## src/rtl/brute_force_matcher_perf_counter_bank.sv

```systemverilog
// Multi-channel start/stop performance counter bank for the brute-force matcher.
// Each channel counts cycles or qualified events, saturates, and exposes its capture via a registered readout.
module brute_force_matcher_perf_counter_bank #(
  parameter int                NUM_CH     = 4,
  parameter int                CNT_W      = 32,
  parameter int                SEL_W      = 2,
  parameter logic [NUM_CH-1:0] EVENT_MODE = '0
) (
  input  logic              clk,
  input  logic              rst,
  input  logic              enable,
  input  logic              initialize,
  input  logic [NUM_CH-1:0] start,
  input  logic [NUM_CH-1:0] stop,
  input  logic [NUM_CH-1:0] evt,
  input  logic [SEL_W-1:0]  rd_sel,
  output logic [CNT_W-1:0]  rd_data,
  output logic              rd_sat,
  output logic              rd_done,
  output logic [NUM_CH-1:0] done,
  output logic              all_done
);

  typedef enum logic [1:0] {
    ST_IDLE = 2'd0,
    ST_RUN  = 2'd1,
    ST_DONE = 2'd2
  } state_e;

  state_e             state_q [NUM_CH];
  state_e             state_d [NUM_CH];
  logic [CNT_W-1:0]   cnt_q   [NUM_CH];
  logic [CNT_W-1:0]   cnt_d   [NUM_CH];
  logic [CNT_W-1:0]   cap_q   [NUM_CH];
  logic [CNT_W-1:0]   cap_d   [NUM_CH];
  logic [CNT_W-1:0]   cnt_inc [NUM_CH];
  logic [NUM_CH-1:0]  sat_q, sat_d;
  logic [NUM_CH-1:0]  inc;
  logic [NUM_CH-1:0]  at_max;

  logic [CNT_W-1:0]   rd_data_q, rd_data_d;
  logic               rd_sat_q, rd_sat_d;
  logic               rd_done_q, rd_done_d;

  // Saturating increment: a full counter stays at all-ones instead of wrapping.
  always_comb begin
    for (int i = 0; i < NUM_CH; i++) begin
      inc[i]     = EVENT_MODE[i] ? evt[i] : 1'b1;
      at_max[i]  = &cnt_q[i];
      cnt_inc[i] = (inc[i] && at_max[i]) ? cnt_q[i] : cnt_q[i] + CNT_W'(inc[i]);
    end
  end

  always_comb begin
    for (int i = 0; i < NUM_CH; i++) begin
      // NOTE: every output of this block gets a default first so no path can infer a latch.
      state_d[i] = state_q[i];
      cnt_d[i]   = cnt_q[i];
      cap_d[i]   = cap_q[i];
      sat_d[i]   = sat_q[i];

      if (!enable) begin
        state_d[i] = ST_IDLE;
        cnt_d[i]   = '0;
      end else if (initialize) begin
        state_d[i] = ST_IDLE;
        cnt_d[i]   = '0;
        sat_d[i]   = 1'b0;
      end else begin
        unique case (state_q[i])
          ST_IDLE: begin
            if (start[i]) begin
              state_d[i] = ST_RUN;
              cnt_d[i]   = '0;
            end
          end
          ST_RUN: begin
            cnt_d[i] = cnt_inc[i];
            if (inc[i] && at_max[i]) sat_d[i] = 1'b1;
            // The stop cycle itself is counted, so capture the incremented value.
            if (stop[i]) begin
              cap_d[i]   = cnt_inc[i];
              state_d[i] = ST_DONE;
            end
          end
          ST_DONE: ;
          default: state_d[i] = ST_IDLE;
        endcase
      end
    end
  end

  // Readout samples next-state values so a capture in the current cycle is visible immediately.
  always_comb begin
    rd_data_d = '0;
    rd_sat_d  = 1'b0;
    rd_done_d = 1'b0;
    for (int i = 0; i < NUM_CH; i++) begin
      if (rd_sel == SEL_W'(i)) begin
        rd_data_d = cap_d[i];
        rd_sat_d  = sat_d[i];
        rd_done_d = (state_d[i] == ST_DONE);
      end
    end
  end

  always_ff @(posedge clk) begin
    // NOTE: sequential state uses non-blocking assignments so all registers update together.
    if (rst) begin
      // NOTE: the per-channel arrays are small flop banks, so they are reset like any other register.
      for (int i = 0; i < NUM_CH; i++) begin
        state_q[i] <= ST_IDLE;
        cnt_q[i]   <= '0;
        cap_q[i]   <= '0;
      end
      sat_q     <= '0;
      rd_data_q <= '0;
      rd_sat_q  <= 1'b0;
      rd_done_q <= 1'b0;
    end else begin
      for (int i = 0; i < NUM_CH; i++) begin
        state_q[i] <= state_d[i];
        cnt_q[i]   <= cnt_d[i];
        cap_q[i]   <= cap_d[i];
      end
      sat_q     <= sat_d;
      rd_data_q <= rd_data_d;
      rd_sat_q  <= rd_sat_d;
      rd_done_q <= rd_done_d;
    end
  end

  always_comb begin
    for (int i = 0; i < NUM_CH; i++) begin
      done[i] = (state_q[i] == ST_DONE);
    end
  end

  assign all_done = &done;
  assign rd_data  = rd_data_q;
  assign rd_sat   = rd_sat_q;
  assign rd_done  = rd_done_q;

endmodule

```

## config.mk

```make
export PLATFORM = sky130hd
export DESIGN_NAME = brute_force_matcher_perf_counter_bank
export DESIGN_NICKNAME = d
export VERILOG_FILES = /design/src/rtl/brute_force_matcher_perf_counter_bank.sv
export SDC_FILE = /design/constraint.sdc
export NUM_CORES = 1
export LEC_CHECK = 0
export BUFFER_PORTS_ARGS = -buffer_cell sky130_fd_sc_hd__buf_2
export CAP_MARGIN = 25
export CORE_MARGIN = 8
export CORE_UTILIZATION = 35
export DETAILED_ROUTE_END_ITERATION = 16
export PLACE_DENSITY = 0.57
export SLEW_MARGIN = 20
export SYNTH_ARGS = -nofsm -noshare
export SYNTH_HDL_FRONTEND = slang
export SYNTH_SLANG_ARGS = --single-unit
```

## constraint.sdc

```tcl
create_clock -name clk -period 3.1 [get_ports clk]
set_input_delay 0.155 -clock clk [delete_from_list [all_inputs] [get_ports clk]]
set_output_delay 0.155 -clock clk [all_outputs]
set_load 0.005 [all_outputs]
```

# After elaboration in Yosys (flattened, before gate mapping)
# Memory sizes are Yosys's and may differ from the RTL's.
# Index checks and enable logic that the tools add are counted.
[word_totals]
inputBits = 18
n_memories = 3
wordCells = 147
ff_bits = 38
mem_bits_rw = 264
out_inout_bits = 39
[op_classes]
addsub = 4
bitwise_logic = 12
n_reduce_logical = 10
eq_ne = 15
n_mux = 99
[mem_list]
columns = ["name", "words", "word_bits", "read_ports", "rd_clocked_by_memory_dff", "write_ports", "line", "rtl"]
rows = [
  ["cap_q", 4, 32, 4, 0, 4, "34", "logic [CNT_W-1:0] cap_q [NUM_CH];"],
  ["cnt_q", 4, 32, 4, 0, 4, "32", "logic [CNT_W-1:0] cnt_q [NUM_CH];"],
  ["state_q", 4, 2, 4, 0, 4, "30", "state_e state_q [NUM_CH];"],
]
[op_table]
columns = ["cell", "count"]
rows = [
  ["32-bit two-way mux", 44],
  ["32-bit one-hot mux with 2 select lines", 4],
  ["32-bit by 1-bit adder with 32-bit output, second input constant", 4],
  ["32-bit AND reduction", 4],
  ["2-bit two-way mux", 20],
  ["1-bit two-way mux", 27],
  ["2-bit one-hot mux with 3 select lines", 4],
  ["2-bit equality test, second input constant", 10],
  ["1-bit OR", 12],
  ["2-bit by 1-bit equality test with 1-bit output, second input constant", 5],
  ["2-bit zero test", 5],
  ["4-bit AND reduction", 1],
]

# Logic depth before layout (Yosys ltp)
# Gate-level depths: netlist of run 1.
# An unclocked memory read counts as a cell.
[logic_depth]
depth_word = 11
depth_mapped = 11
depth_no_buf = 8

# Worst setup path before layout of run 1
# No wires, ideal clock.
[synth_timing]
kind = "register -> register"
start = "memory cnt_q[2][0]"
end = "register rd_data_q[1], in the netlist rd_data[1]"
arrival_time_ns = 2.457
slack_ns = 0.512
path_buffers = 2
period_less_slack_ns = 2.588
t_required_ns = 2.968
stages_incl_launch_ff = 11
setup_time_ns = 0.132
cell_sequence = "dfxtp_1 > ha_1 > nand3_2 > or3_4 > or4_4 > buf_6 > buf_2 > nand2_1 > nand3_1 > a221oi_1 > nor3_1"
[synth_rtl]
columns = ["element", "line", "rtl"]
rows = [
  ["start, declared", "32", ""],
  ["end signal, assigned", "127", "rd_data_q <= rd_data_d;"],
  ["end, declared", "41", "logic [CNT_W-1:0] rd_data_q, rd_data_d;"],
]

==> metrics.md, run 1 <==
| Metric | Value |
|---|---|
| I/O pin total | `57` |
| Largest net degree at the start of global routing | `110` |
| Yosys warnings | `0` |
| Most frequent cells in the layout | `302 x dfxtp_1, 301 x nor2_1, 166 x nand2_1` |
| Achievable frequency | `336.1 MHz` |
| Clock sinks | `302` |
| Mapped Cells | `2055` |
| Final Routed Wirelength | `54190 µm` |
| Reg2reg start | `cnt_q[2][0]` |
| DIE HEIGHT | `231.8 µm` |
| XOR/XNOR Fraction of Synth Area | `5.372%` |
| Layout cells sized above 1 | `13.46%` |
| Reg2reg path depth | `8` |
| Postcts setup bufs | `0` |
| Reg-to-reg endpoint | `rd_data[3]` |
| Placer Congestion | `0.8681` |
| CP delay by family, top | `simple AND/OR/NAND/NOR gates` |
| Starting DRT DRC Count | `1570` |
| Adder-cell share of the synthesized area | `0.3070%` |
| Final worst path period share | `95.98%` |
| Post-DP Area | `0.01761 mm²` |
| Maximum VDD drop | `0.3172 mV` |
| Vias in the first global route | `14.28k` |
| EDFF count, synth | `0` |
| Req. time, crit path | `3.52 ns` |
| Mux contribution to synthesized area | `1.489%` |
| Die X | `231.8 µm` |
| Critical Path End Type | `register` |
| Initial core utilization | `35.25%` |
| P&R area growth vs syn | `16.49%` |
| Initial antenna violation count | `1` |
| Unique cell type count in the Yosys netlist | `84` |
| Sequential fraction of the synthesis area | `37.08%` |
| WS Path Type | `reg -> reg` |
| Final setup violation count | `0` |
| Status | `finished clean` |
| Most common cell after layout, fill and taps aside | `dfxtp_1` |
| Final instance area | `0.01899 mm²` |
| Arr. time, crit path | `3.40 ns` |
| Largest stage delay, worst path | `0.65 ns` |
| CP max stage cell | `or4_4` |
| Mean Syn Cell Area | `7.934 µm²` |
| DP Wirelength | `38720 µm` |
| Nets@finish | `2128` |
| Core area | `0.04626 mm²` |
| Avg Vias per Cell | `5.714` |
| Full die area | `0.05375 mm²` |
| Vias | `15.66k` |
| Mapped cell area | `0.01630 mm²` |
| Maxcap violations | `0` |
| Worst-Skew Late Latency | `0.56 ns` |
| Port Buffers | `52` |
| HP Start | `stop[0]` |
| Async SR Flop Fraction | `0%` |
| Overflow after GRT | `0` |
| Final min period | `2.975 ns` |
| CP startpoint kind | `register` |
| Hold Path Sink | `state_q[0][1]` |
| Maximum fanout along the worst path | `12` |
| CP bufs+invs | `0` |
| Compound-Gate Fraction of Synth Area | `24.47%` |
| Combinational family with the most area after synthesis | `simple AND/OR/NAND/NOR gates` |
| Inserted Clock Buffers | `38` |
| Final antenna-violating net count | `0` |
| Non-Filler Instances | `2741` |
| Crit-path cells | `ha_1, nand3_2, or3_4, or4_4, nand2b_1, xnor2_1, mux2i_1, o221ai_1` |
| CTS tree | `yes` |
| Final Hold Fails | `0` |
| Placed cells | `2663` |
| Worst Hold Class | `in -> reg` |
| Seq cells post-synth | `302` |
| Final Max Tran Viols | `0` |
| Net Count, Synth | `2077` |
| Final setup TNS | `0 ns` |
| H-tree depth | `2` |
| Power Density | `469.3 mW/mm²` |
| DR WL/cell | `19.77 µm` |
| Post-Synth Simple-Gate Area | `26.69%` |
| Clock Tree Buf Depth | `3` |
| WHS | `0.04779 ns` |
| Drt drc | `0` |
| Rows | `79` |
| GRT Overall Usage | `19.53%` |
| RSZ-0062 raised after global routing | `no` |
| Hold Path Cell Cnt | `3` |
| Leakage | `6.309 nW` |
| Clock Pin Slew Worst Setup and Hold Paths | `0.06 ns` |
| Ys flop type | `dfxtp_1` |
| Root Buffer | `clkbuf_16` |
| Worst-margin pin slew | `0.9625 ns` |
| First-pass GRT wire length | `84010 µm` |
| Max_slew headroom | `35.59%` |
| Flop2flop setup slack | `0.12 ns` |
| Final Skew | `0.01971 ns` |
| First-pass iteration count of the detailed router | `5` |
repair_timing:
| item | 4_1_cts | 5_1_grt |
|---|---|---|
| endpoints found under the hold margin | 18 | 0 |
| pin swaps | 0 | 2 |
| endpoints found under the setup margin | 1 | 3 |
| gates cloned | 0 | 1 |
| resized for setup | 1 | 1 |
| hold buffers | 9 | 0 |
registers in the layout, indices dropped and copies added (netlist names):
name,flops
cap_q,128
cnt_q,128
rd_data,32
rd_done,1
rd_sat,1
sat_q,4
state_q,8
cell type report:
type                    instances  area, µm²
diodes                          1      2.502
well taps                     607      759.5
flip-flops and latches        302       6046
inverters                      14      52.55
multi-input cells            1572       9559
clock inverters                14      156.4
fillers                      4694      27270
clock buffers                  53       1111
repair buffers                178       1306
routing by layer:
layer  global-route usage, %  wire (µm)  vias up
li1                        -          -     7653
met1                   28.07      25900     7455
met2                   28.84      22820      456
met3                   2.700       3206       97
met4                   8.263       2262        0
met5                       0          0        -
where the power goes:
part | switching, mW | internal (mW)
clock network | 1.80 | 2.75
logic | 0.300 | 0.133
registers | 0.0161 | 3.91
total | 2.12 | 6.79
cells in the mapped netlist, types with 28 or more instances:
cell type  instances  area [µm²]
dfxtp_1          302        6046
nand3_1           61       305.3
a21oi_1          137       685.7
a31oi_1           32       200.2
and3_1            28       175.2
and2_1            37       231.5
nor2_1           301        1130
and4_1            32       280.3
nor3_1            58       290.3
nand2_1          167       626.9
nand4_1           33       206.5
a211oi_1         105       788.3
xnor2_1           70       613.1
clkbuf_1         120       450.4
o21ai_0          145       725.7
xor2_1            30       262.8
a22oi_1           35       262.8
tightest hold or removal path, stage by stage:
cell,delay [ns]
buf_2,0.11
a21oi_1,0.17
nor2_1,0.11
through the flow:
| stage | utilization, % | setup slack, ns | power (mW) |
|---|---|---|---|
| 2_1_floorplan | - | 0.5116 | 4.258 |
| 3_3_place_gp | 38.06 | -0.05696 | 4.428 |
| 3_5_place_dp | 38.06 | -0.09703 | 4.433 |
| 4_1_cts | 41.01 | 0.08783 | 9.000 |
| 5_1_grt | 41.05 | 0.002992 | 9.197 |
| 6_report | 41.06 | 0.1247 | 8.914 |
logic make-up after synthesis:
logic type	count (synthesis)
xor gates and xnor gates	100
adders and majority gates	4
AOI/OAI and AO/OA	591
DFF	302
buffers and inverters	182
and+or+nand+nor	852
muxes	24
how the worst max path moves through the flow:
stage | start | endpoint | depth (start not counted)
floorplan | cnt_q[2][0] | rd_data[1] | 10
global placement | cnt_q[2][0] | rd_data[17] | 8
detailed placement | cnt_q[2][0] | rd_data[17] | 8
CTS | cnt_q[2][0] | rd_data[17] | 8
global route | cnt_q[2][0] | rd_data[26] | 10
finish | cnt_q[2][0] | rd_data[3] | 8
Note: power is estimated with default switching activity, not from simulation.
==> run 2: changes to the inputs <==
ABC_AREA = 1   (was default)
==> run 2 against run 1 <==
Effect of this change:
- design area fell by 3.3%
- critical path depth rose by 5
- count of clock-buffer cells in the layout shrank 3
- worst setup slack better by 0.31 ns
- wire length fell by 1.8%
- clock skew is 0.0079 ns higher
- critical endpoint is now rd_data[16]
- cell count up 15%
- global-route usage rose by 0.24 points
- power decreased by 3.2%
- hold slack worse by 0.0075 ns
- sequential cell count unchanged
- maximum frequency increased by 12%
==> metrics.md, run 2 <==
| Metric | Value |
|---|---|
| Worst-Skew Late Latency | `0.56 ns` |
| First-pass GRT wire length | `84670 µm` |
| Maximum VDD drop | `0.3946 mV` |
| Final core occ | `40.39%` |
| Max layer used | `met4` |
| Nets@finish | `2554` |
| Final Routed Wirelength | `53230 µm` |
| Arr. time, crit path | `3.15 ns` |
| Seq cells post-synth | `302` |
| Mean Syn Cell Area | `6.456 µm²` |
| Achievable frequency | `375.8 MHz` |
| Full die area | `0.05334 mm²` |
| Max_slew headroom | `53.34%` |
| Die X | `231.0 µm` |
| Maximum fanout along the worst path | `23` |
| Combinational family with the most area after synthesis | `simple AND/OR/NAND/NOR gates` |
| Core area | `0.04548 mm²` |
| WHS | `0.04027 ns` |
| Root Buffer | `clkbuf_16` |
| Rows | `78` |
| Overflow after GRT | `0` |
| Layout cells sized above 1 | `10.83%` |
| Count leader, synth | `nand2_1` |
| Most frequent cells in the layout | `798 x nand2_1, 384 x nor2_1, 302 x dfxtp_1` |
| Async SR Flop Fraction | `0%` |
| Synth top area share | `37.38%` |
| Avg Vias per Cell | `5.108` |
| First-pass iteration count of the detailed router | `5` |
| Post-synth top cells | `799 x nand2_1, 386 x nor2_1, 302 x dfxtp_1` |
| Drt drc | `0` |
| Post-DP Area | `0.01707 mm²` |
| Unique cell type count in the Yosys netlist | `43` |
| CTS tree | `yes` |
| Placer Congestion | `0.9052` |
| H-tree depth | `2` |
| Final setup TNS | `0 ns` |
| GRT Overall Usage | `19.77%` |
| Critical Path End Type | `register` |
| Leakage | `6.898 nW` |
| Ant. Diodes | `0` |
| Ys flop type | `dfxtp_1` |
| Pwr Total | `8.631 mW` |
| Clock power share | `50.6%` |
| Non-Filler Instances | `3157` |
| Port Buffers | `52` |
| P&R area growth vs syn | `13.57%` |
| Final worst slack | `0.4392 ns` |
| Final worst path period share | `85.83%` |
| Power Density | `469.9 mW/mm²` |
| Final antenna-violating net count | `0` |
| Met2 routed WL | `23500 µm` |
| Mapped Cells | `2505` |
| DRT met1 WL | `24690 µm` |
| Place WS | `0.5193 ns` |
| Starting DRT DRC Count | `1478` |
| Area contributors post-synth | `dfxtp_1 37%, nand2_1 19%, nor2_1 9.0%` |
| Largest net degree at the start of global routing | `140` |
| Internal Pwr Total | `6.606 mW` |
| Adder-cell share of the synthesized area | `0.3095%` |
| I/O pin total | `57` |
| Initial core utilization | `35.56%` |
| Sequential fraction of the synthesis area | `37.38%` |
| Final Hold Fails | `0` |
| XOR/XNOR Fraction of Synth Area | `1.354%` |
| Final min period | `2.661 ns` |
| RSZ-0062 raised after global routing | `no` |
| Cts repair resizes | `0` |
| NetSw | `2.025 mW` |
| Worst Hold Class | `in -> reg` |
| DIE HEIGHT | `231.0 µm` |
| Post-Synth Simple-Gate Area | `43.08%` |
| Initial antenna violation count | `0` |
| Net Count, Synth | `2527` |
| Inserted Clock Buffers | `36` |
| EDFF count, synth | `0` |
| Most common cell after layout, fill and taps aside | `nand2_1` |
| Vias | `16.13k` |
| Final instance area | `0.01837 mm²` |
| Sw Ratio | `23.46%` |
| Met3 WL | `3424 µm` |
| DR WL/cell | `16.86 µm` |
| Mux contribution to synthesized area | `1.547%` |
| Compound-Gate Fraction of Synth Area | `9.763%` |
| Req. time, crit path | `3.59 ns` |
| Final setup violation count | `0` |
| Clock sinks | `302` |
| Final Skew | `0.02762 ns` |
| Clock Pin Slew Worst Setup and Hold Paths | `0.06 ns` |
| Clock Tree Buf Depth | `3` |
| Sequential share of power | `45.4%` |
| Worst-margin pin slew | `0.6999 ns` |
| DP Wirelength | `38910 µm` |
| Mapped cell area | `0.01617 mm²` |
| Final Max Tran Viols | `0` |
| Vias in the first global route | `15.15k` |
| Maxcap violations | `0` |
| Fill cell count | `4816` |
| Yosys warnings | `0` |
| Status | `finished clean` |
| Leading area contributor after synthesis | `dfxtp_1` |
| CP startpoint kind | `register` |
| WS Path Type | `reg -> reg` |
| Placed cells | `3085` |
| Combinational power share | `4.0%` |
[run 2: timing repair]
item / 4_1_cts / 5_1_grt
hold buffers: 8 / 0
hold endpoints to repair: 8 / 0
buffers inserted: 0 / 0
[run 2: power by group through the flow]
stage	Combinational (mW)	Clock, mW	Sequential, mW
floorplan	0.194	0	4.00
global placement	0.340	0	4.00
detailed placement	0.340	0	4.00
CTS	0.349	4.48	3.92
global route	0.380	4.64	3.92
finish	0.349	4.37	3.92
[run 2: metal layers]
layer / GRT usage (%) / vias up
li1: - / 8147
met1: 26.70 / 7513
met2: 31.16 / 382
met3: 4.145 / 85
met4: 6.395 / 0
met5: 0 / -
[run 2: cells by family (layout without fill, tap and decap cells)]
family	count (synthesis)	count (layout)
adders and majority gates	4	4
DFF	302	302
AOI/OAI and AO/OA	291	291
xor gates and xnor gates	25	25
muxes	25	25
buffers and inverters	252	304
and+or+nand+nor	1606	1606
[run 2: area by class of cell]
| type | count | area, µm² | area share, % |
|---|---|---|---|
| Clock inverter | 13 | 160.2 | 0.8719 |
| Sequential cell | 302 | 6046 | 32.92 |
| Tap cell | 600 | 750.7 | 4.087 |
| Clock buffer | 50 | 1045 | 5.688 |
| Inverter | 142 | 533.0 | 2.902 |
| Timing Repair Buffer | 99 | 730.7 | 3.978 |
| Multi-Input combinational cell | 1951 | 9102 | 49.56 |
[run 2: final timing paths]
check	startpoint	endpoint	slack (ns)	cells past startpoint
max reg2reg	cnt_q[1][1]	rd_data[16]	0.44	13
min	enable	sat_q[1]	0.04	4
min reg2reg	cap_q[3][1]	cap_q[3][1]	0.48	2
max	cnt_q[1][1]	rd_data[16]	0.44	13
[run 2: worst max-delay path, stage by stage, from the launching register on]
cell     delay [ns]
dfxtp_1        0.41
ha_1           0.34
nand2_2        0.12
nor2_4         0.17
nand2_2        0.12
nor2_2         0.15
nand2_2        0.18
buf_12         0.22
nand3_1        0.16
mux2i_1        0.15
o21ai_0        0.23
buf_4          0.16
nand2_1        0.04
nand3_1        0.11
==> run 3: changes to the inputs <==
clock period = 3.2 ns   (was 3.1 ns; I/O delays follow)
==> run 3 against run 2 <==
Effect of this change:
- combinational power shrank 4%
- cell count up 0.13%
- via count decreased by 0.55%
- sequential cell count did not move
- maximum frequency down 0.64%
- count of clock-buffer cells in the layout increased by 2
- clock power up 4.8%
- hold slack improved by 0.047 ns
- die area unchanged
- non-clock buffer count up 1
- design area up 0.59%
- critical path depth unchanged
==> metrics.md, run 3 (same netlist as run 2, synthesis figures left out) <==
| Metric | Value |
|---|---|
| Placed cells | `3087` |
| Final Routed Wirelength | `53570 µm` |
| Clock sinks | `302` |
| RSZ-0062 raised after global routing | `no` |
| Register Area | `0.006046 mm²` |
| Final core occ | `40.63%` |
| WHS | `0.08746 ns` |
| Layout cells sized above 1 | `11.01%` |
| First-pass GRT wire length | `84030 µm` |
| CTS tree | `yes` |
| DR WL/cell | `16.95 µm` |
| Inserted Clock Buffers | `36` |
| Nets@finish | `2555` |
| I/O pin total | `57` |
| CP bufs+invs | `1` |
| Worst-margin pin slew | `0.8655 ns` |
| Worst Hold Class | `in -> reg` |
| CP max stage cell | `dfxtp_1` |
| Drt drc | `0` |
| DP Wirelength | `39160 µm` |
| Final worst slack | `0.5220 ns` |
| Initial antenna violation count | `0` |
| Sequential share of power | `43.6%` |
| Final Hold Fails | `0` |
| Combinational power share | `3.8%` |
| CP delay by family, top | `simple AND/OR/NAND/NOR gates` |
| Clock Tree Buf Depth | `3` |
| Vias | `16.04k` |
| Clock Pin Slew Worst Setup and Hold Paths | `0.06 ns` |
| Arr. time, crit path | `3.10 ns` |
| Core area | `0.04548 mm²` |
| Internal Pwr Total | `6.733 mW` |
| Req. time, crit path | `3.62 ns` |
| Die X | `231.0 µm` |
| H-tree depth | `2` |
| Multi-input logic area | `0.009102 mm²` |
| Final setup TNS | `0 ns` |
| Largest stage delay, worst path | `0.40 ns` |
| DIE HEIGHT | `231.0 µm` |
| Port Buffers | `52` |
| Final Skew | `0.03029 ns` |
| Status | `finished clean` |
| Root Buffer | `clkbuf_16` |
| Pwr Total | `8.709 mW` |
| Final min period | `2.678 ns` |
| Most common cell after layout, fill and taps aside | `nand2_1` |
| Critical Path End Type | `register` |
| Fill cell count | `4923` |
| Most frequent cells in the layout | `798 x nand2_1, 384 x nor2_1, 302 x dfxtp_1` |
| Worst-Skew Late Latency | `0.56 ns` |
| P&R area growth vs syn | `14.24%` |
| CP startpoint kind | `register` |
| Max_slew headroom | `42.30%` |
| Starting DRT DRC Count | `1442` |
| Final antenna-violating net count | `0` |
| Final Max Tran Viols | `0` |
| Non-Filler Instances | `3161` |
| Leakage | `6.963 nW` |
| First-pass iteration count of the detailed router | `6` |
| Maximum fanout along the worst path | `24` |
| Rows | `78` |
| NetSw | `1.976 mW` |
| Avg Vias per Cell | `5.074` |
| Clock power share | `52.6%` |
| Largest net degree at the start of global routing | `140` |
| Post-DP Area | `0.01707 mm²` |
| Final setup violation count | `0` |
| Crit-path cells | `ha_1, nand2_2, nor2_4, nand2_4, nor2_8, nand3_4, buf_4, nand2_1, o211ai_1, nand3_1, nand2_1, nor2_1, nor2_1` |
| Achievable frequency | `373.4 MHz` |
| Final worst path period share | `83.69%` |
| Placer Congestion | `0.9316` |
| Final instance area | `0.01848 mm²` |
| Power Density | `471.4 mW/mm²` |
| Full die area | `0.05334 mm²` |
| Postcts setup bufs | `0` |
| GRT Overall Usage | `19.65%` |
| Place WS | `0.5671 ns` |
| Overflow after GRT | `0` |
| Maximum VDD drop | `0.3906 mV` |
| Initial core utilization | `35.56%` |
| Vias in the first global route | `14.92k` |
| WS Path Type | `reg -> reg` |
| Ant. Diodes | `0` |
| Maxcap violations | `0` |
| Sw Ratio | `22.69%` |
-- run 3: cell count changes in the layout (fill, tap and decap cells not counted), sizes merged --
cell and change:
buf +1, bufinv +3, clkbuf +2, clkinv +1, clkinvlp -1, inv -2
-- run 3: layer usage --
metal	track usage (%)	share of wire [%]	up-vias	wire (µm)
li1	-	-	8153	-
met1	27.00	47	7402	25310
met2	30.13	43	381	23060
met3	3.152	5.6	103	2999
met4	8.434	4.1	0	2197
met5	0	0	-	0
-- run 3: timing repair --
action                                 CTS  global route
resized for setup                        0             0
setup endpoints to repair                0             0
endpoints found under the hold margin    8             0
hold buffers                             8             0
-- run 3: final cells by class --
cell class,instances,area share (%)
multi-input cells,1951,49.27
flip-flops and latches,302,32.72
clock buffers,52,5.919
well taps,600,4.063
repair buffers,100,3.860
inverters,142,2.885
clock inverters,14,1.287
-- run 3: path summary, 6_finish.rpt --
path	from	endpoint	slack (ns)	cells after the start
max	cnt_q[0][1]	rd_data[1]	0.52	13
min	enable	sat_q[1]	0.09	4
max reg2reg	cnt_q[0][1]	rd_data[1]	0.52	13
min reg2reg	cap_q[3][1]	cap_q[3][1]	0.48	2
-- run 3: worst min-delay path, delay by kind of cell --
kind	cells	cell delay (ns)
buffers and inverters	1	0.16
AO/OA/AOI/OAI	1	0.13
AND/OR/NAND/NOR	2	0.15
-- run 3: power by group through the flow --
stage	Combinational, mW	Sequential, mW	Clock [mW]
final	0.334	3.80	4.58
after global routing	0.361	3.79	4.83
after CTS	0.333	3.79	4.68
after detailed placement	0.325	3.88	0
after global placement	0.323	3.88	0
after floorplan	0.188	3.87	0
